===== config.mk =====
export PLATFORM = sky130hd
export DESIGN_NAME = exception_unit
export DESIGN_NICKNAME = d
export VERILOG_FILES = /design/src/rtl/exc_pkg.sv /design/src/rtl/irq_sync.sv /design/src/rtl/exception_unit.sv
export SDC_FILE = /design/constraint.sdc
export NUM_CORES = 1
export LEC_CHECK = 0
export CAP_MARGIN = 20
export CORE_MARGIN = 10
export CORE_UTILIZATION = 41
export CTS_BUF_LIST = sky130_fd_sc_hd__clkbuf_8
export CTS_CLUSTER_DIAMETER = 40
export DETAILED_ROUTE_END_ITERATION = 8
export PLACE_DENSITY = 0.89
export SLEW_MARGIN = 30
export SYNTH_ARGS = -nofsm -noshare
export SYNTH_HDL_FRONTEND = slang
export SYNTH_HIERARCHICAL = 1
export SYNTH_SLANG_ARGS = --single-unit

===== constraint.sdc =====
create_clock -name clk -period 4.2 [get_ports clk]
set_clock_uncertainty 0.05 [all_clocks]
set_input_delay 0.84 -clock clk [delete_from_list [all_inputs] [get_ports clk]]
set_output_delay 0.84 -clock clk [all_outputs]
set_load 0.005 [all_outputs]

===== src/rtl/exc_pkg.sv =====
// Shared types and constants for the LEGv8 exception unit.
package exc_pkg;

    typedef enum logic [2:0] {
        IDLE,
        ENTER,
        HANDLER,
        RETURN,
        FAULT
    } exc_state_t;

    localparam logic [3:0]  ESTAT_NONE    = 4'b0000;
    localparam logic [3:0]  ESTAT_IRQ     = 4'b0001;
    localparam logic [3:0]  ESTAT_INVALID = 4'b0010;

    localparam logic [63:0] VECTOR_ADDR_DEFAULT = 64'hD8;

    function automatic logic [15:0] sat_inc16(input logic [15:0] v);
        return (v == '1) ? v : v + 16'd1;
    endfunction

endpackage


===== src/rtl/irq_sync.sv =====
// Multi-flop synchronizer for the raw interrupt line with a rising-edge
// detector; irq_rise is a single-cycle pulse per synchronized low->high edge.
module irq_sync #(
    parameter int unsigned SYNC_STAGES = 2
) (
    input  logic clk,
    input  logic reset,
    input  logic irq_raw,
    output logic irq_rise
);

    logic [SYNC_STAGES-1:0] sync_q;
    logic                   last_q;

    always_ff @(posedge clk or negedge reset) begin
        if (!reset) begin
            sync_q <= '0;
            last_q <= 1'b0;
        end else begin
            sync_q <= {sync_q[SYNC_STAGES-2:0], irq_raw};
            last_q <= sync_q[SYNC_STAGES-1];
        end
    end

    assign irq_rise = sync_q[SYNC_STAGES-1] & ~last_q;

endmodule


===== src/rtl/exception_unit.sv =====
// Exception entry/return sequencer for the single-cycle LEGv8 core.
// Optional saturating entry counters are built when EXC_CNT_EN is defined.
module exception_unit
    import exc_pkg::*;
#(
    parameter int unsigned   N           = 64,
    parameter logic [N-1:0]  VECTOR_ADDR = N'(VECTOR_ADDR_DEFAULT),
    parameter int unsigned   SYNC_STAGES = 2
) (
    input  logic         clk,
    input  logic         reset,
    input  logic         irq_raw,
    input  logic         Exc,
    input  logic [3:0]   EStatus,
    input  logic         ERet,
    input  logic         ExtIAck,
    input  logic [N-1:0] pc_curr,
    output logic         ExtIRQ,
    output logic         ExcAck,
    output logic         pc_redirect,
    output logic [N-1:0] pc_target,
    output logic         flush,
    output logic [N-1:0] ELR,
    output logic [3:0]   ESR,
    output logic         in_handler,
    output logic         double_fault
`ifdef EXC_CNT_EN
    ,
    output logic [15:0]  irq_count,
    output logic [15:0]  inv_count
`endif
);

    exc_state_t     state_q, state_d;
    logic           irq_rise;
    logic           irq_pending_q;
    logic [N-1:0]   elr_q;
    logic [3:0]     esr_q;

    irq_sync #(
        .SYNC_STAGES (SYNC_STAGES)
    ) u_irq_sync (
        .clk      (clk),
        .reset    (reset),
        .irq_raw  (irq_raw),
        .irq_rise (irq_rise)
    );

    // A new edge outranks a simultaneous acknowledge so no request is dropped.
    always_ff @(posedge clk or negedge reset) begin
        if (!reset) begin
            irq_pending_q <= 1'b0;
        end else if (irq_rise) begin
            irq_pending_q <= 1'b1;
        end else if (ExtIAck) begin
            irq_pending_q <= 1'b0;
        end
    end

    always_ff @(posedge clk or negedge reset) begin
        if (!reset) begin
            state_q <= IDLE;
        end else begin
            state_q <= state_d;
        end
    end

    always_ff @(posedge clk or negedge reset) begin
        if (!reset) begin
            elr_q <= '0;
            esr_q <= '0;
        end else if (state_q == ENTER) begin
            elr_q <= pc_curr;
            esr_q <= EStatus;
        end
    end

    always_comb begin
        state_d      = state_q;
        ExcAck       = 1'b0;
        flush        = 1'b0;
        pc_redirect  = 1'b0;
        pc_target    = '0;
        in_handler   = 1'b0;
        double_fault = 1'b0;
        case (state_q)
            IDLE: begin
                if (Exc) begin
                    state_d = ENTER;
                end
            end
            ENTER: begin
                ExcAck      = 1'b1;
                flush       = 1'b1;
                pc_redirect = 1'b1;
                pc_target   = VECTOR_ADDR;
                state_d     = HANDLER;
            end
            HANDLER: begin
                in_handler = 1'b1;
                // An exception inside the handler is fatal even alongside ERET.
                if (Exc) begin
                    state_d = FAULT;
                end else if (ERet) begin
                    state_d = RETURN;
                end
            end
            RETURN: begin
                pc_redirect = 1'b1;
                pc_target   = elr_q;
                state_d     = IDLE;
            end
            FAULT: begin
                double_fault = 1'b1;
                pc_redirect  = 1'b1;
                pc_target    = VECTOR_ADDR;
            end
            default: begin
                state_d = IDLE;
            end
        endcase
    end

    assign ExtIRQ = irq_pending_q & ~in_handler;
    assign ELR    = elr_q;
    assign ESR    = esr_q;

`ifdef EXC_CNT_EN
    always_ff @(posedge clk or negedge reset) begin
        if (!reset) begin
            irq_count <= '0;
            inv_count <= '0;
        end else if (state_q == ENTER) begin
            if (EStatus == ESTAT_IRQ) begin
                irq_count <= sat_inc16(irq_count);
            end
            if (EStatus == ESTAT_INVALID) begin
                inv_count <= sat_inc16(inv_count);
            end
        end
    end
`endif

endmodule


==> impl_metrics.py <==
metrics = {
    "cells_and_area": {
        "nNetsFinal": 530,
        "final_core_util_pct": 72.6,
        "layout-drive-gt1-share_pct": 17.4,
        "num_antenna_cells": 0,
        "area_growth_pct": 71.2,
        "fin_cells": 562,
    },
    "clock_tree": {
        "cts_tree": "done",
        "clock_latency_ns": 0.33,
        "htree_levels": 3,
        "ctsResizeCount": 0,
        "cts_buffers": 9,
        "post_cts_buffers": 0,
        "cts_root_buf": "clkbuf_8",
        "tritoncts_num_sinks": 75,
        "cts_hold_buf": 0,
        "cts_buffer_depth": 2,
        "clk_pin_slew_ns": 0.08,
    },
    "worst_setup_path": {
        "critPathMaxFanout": 28,
        "critPathCaptureType": "output pin",
        "crit_chain": "and3b_1 -> buf_4 -> and2_1 -> clkdlybuf4s50_1",
        "arrival_ns": 2.12,
        "cp_slowest_cell": "dfrtp_1",
        "rr_endpoint": "ELR[9]",
        "r2r-start": "state_q[1]",
        "start_kind": "register",
        "crit_required_ns": 3.31,
        "max_stage_delay_ns": 0.58,
        "regToRegSetupSlack_ns": 1.93,
        "ff2ff_path_depth": 3,
        "crit_type": "register to output pin",
    },
    "yosys": {
        "yosysUniqueCellTypes": 22,
        "synthCells": 247,
        "synthSimpleGateAreaFrac_pct": 15.6,
        "avgSynthCellArea_sq_um": 13.4,
        "synth_top_cell_area_share_pct": 56.7,
        "synth_area_sq_mm": 0.00331,
        "ys_ff_latch": 75,
        "synth_top_family_by_area": "multiplexers",
        "syn_nets": 321,
        "yosys-mux-area-fraction_pct": 23.1,
        "synthAdderAreaFrac_pct": 0,
        "synth-compound-area-share_pct": 1.36,
        "synth_xor_area_share_pct": 0,
        "yosysTopAreaCell": "dfrtp_1",
        "ys_warn_count": 6,
        "ys_seq_area_share_pct": 56.7,
        "synth_area_leaders": "dfrtp_1 (57%), mux2_2 (20%), and2_1 (11%), mux2_1 (3.1%), buf_4 (1.4%)",
    },
    "detailed_routing": {
        "drc_errors": 0,
        "ant_nets": 0,
        "first_iter_violations": 79,
        "vias_per_cell": 4.80,
        "dr_total_vias": 2700,
        "drtPass1Iterations": 4,
        "finalWirelength_um": 10500,
        "avgRoutedWirePerCell_um": 18.7,
    },
    "min_path": {
        "whs_path_depth": 0,
        "min-delay-start": "u_irq_sync/sync_q[0]",
        "hold_path.class": "register to register",
        "hold_end": "u_irq_sync/sync_q[1]",
    },
    "grt": {
        "overflow": 0,
        "grt_usage_pct": 16.4,
        "grt_pass1_wl_um": 15200,
        "grt_start_max_net_pins": 76,
        "grt_pass1_vias": 2820,
        "antenna_found_initial": 0,
    },
    "timing": {
        "max_freq_mhz": 332,
        "rsz0062_at_grt": "false",
        "finalHoldWorstSlack_ns": 0.300,
        "fin_crit_ns": 3.01,
        "hold_violations": 0,
        "relSlewSlack_pct": 46.1,
        "setup_slack_ns": 1.19,
        "finalSetupViolations": 0,
        "tightest_slew_ns": 0.808,
        "tns_ns": 0,
        "drv_slew": 0,
        "fin_crit_sh_pct": 71.6,
    },
    "pwr": {
        "p_clk_share_pct": 14.4,
        "vdd_drop_max_mv": 0.327,
        "power_frac_comb_pct": 49.3,
        "swShare_pct": 29.4,
        "cellLeakagePower_nw": 2.33,
        "powerDensity_mw_per_mm2": 661,
        "share_seq_of_total_power_pct": 36.4,
        "p_int_mw": 2.65,
        "p_switching_mw": 1.10,
    },
    "placement": {
        "gp_congestion": 0.768,
        "dp_hpwl_um": 8410,
        "portBuffers": 211,
        "placed_cells": 547,
        "place_ws_ns": 1.55,
    },
    "floorplanning": {
        "initial_core_util_pct": 42.4,
        "die-height_um": 110,
        "coreArea_sq_mm": 0.00781,
        "num_rows": 32,
        "die_area_sq_mm": 0.0121,
        "die_x_um": 110,
        "io_pins": 212,
    },
    "flow_run": {
        "max_cap_viol_count": 0,
    },
    "run_status": {
        "status": "finished clean",
    },
}
## metrics by stage
step | total power, mW | area (sq um)
after floorplan | 2.08 | 3310
after global placement | 3.20 | 5470
after detailed placement | 3.27 | 5470
after CTS | 3.83 | 5670
after global routing | 4.00 | 5670
final | 3.75 | 5670
## layer usage
layer  vias up  global-route usage [%]  wire, um  share of wire (%)
li1       1242                       -         -                  -
met1      1317                    16.1      3640                 35
met2       128                    30.1      5450                 52
met3        13                    7.31      1280                 12
met4         0                    5.39       131                1.2
met5         -                       0         0                  0
## how the worst max path moves through the flow
stage	from	to	slack, ns	cells after the start
global route	state_q[1]	pc_target[41]	1.05	4
CTS	state_q[1]	pc_target[41]	1.16	4
floorplan	state_q[2]	flush	2.12	5
global placement	state_q[1]	pc_target[41]	1.63	4
finish	state_q[1]	pc_target[41]	1.19	4
detailed placement	state_q[1]	pc_target[41]	1.55	4
## layout make-up
| type | count | area, sq um |
|---|---|---|
| fillers | 566 | 2140 |
| clock inverters | 4 | 42.5 |
| flip-flops and latches | 75 | 1880 |
| clock buffers | 11 | 151 |
| repair buffers | 214 | 2140 |
| multi-input cells | 154 | 1330 |
| inverters | 2 | 7.51 |
| well taps | 102 | 128 |
## cell usage after synthesis
cell type / number
dfrtp_1: 75
clkbuf_1: 7
and3b_1: 1
nand2b_1: 4
a21o_1: 1
nor2b_1: 5
buf_2: 1
inv_1: 2
a21oi_1: 2
nand3b_1: 2
mux2_1: 9
buf_4: 6
or3b_2: 2
mux2_2: 59
and2_1: 60
buf_6: 2
nor2b_4: 1
nand2_1: 1
o21ai_0: 4
nor3b_4: 1
a211oi_1: 1
nor3b_1: 1
## critical path, delay by kind of cell (launching register included)
family | cells | cell delay [ns]
flops | 1 | 0.58
buf+inv | 2 | 0.77
simple gates | 2 | 0.42
## state kept, by name, indices dropped and copies added, names as in the netlist
| register | count |
|---|---|
| ELR | 64 |
| ESR | 4 |
| state_q | 3 |
| u_irq_sync/sync_q | 2 |
| irq_pending_q | 1 |
| u_irq_sync/last_q | 1 |
## kinds of logic after synthesis
logic type / after synthesis
AND/OR/NAND/NOR: 78
flip-flops: 75
multiplexers: 68
buffers and inverters: 18
AO/OA/AOI/OAI: 8
## power groups by stage
stage               Sequential, mW  Clock (mW)  Combinational, mW
finish                        1.36       0.538               1.85
global route                  1.42       0.587               1.99
CTS                           1.37       0.559               1.89
detailed placement            1.38           0               1.89
global placement              1.36           0               1.84
floorplan                     1.33           0              0.752
## placed cells by master (no fill, tap or decap), drive strengths merged
cell,instances
nor3b,2
bufinv,1
o21ai,4
clkinv,1
and2,60
nand2b,4
a21o,1
nand2,1
clkbuf,11
a211oi,1
a21oi,2
buf,4
clkdlybuf4s50,210
and3b,1
inv,4
mux2,68
nand3b,2
or3b,2
dfrtp,75
nor2b,6
Power figures use the tool's default switching activity.
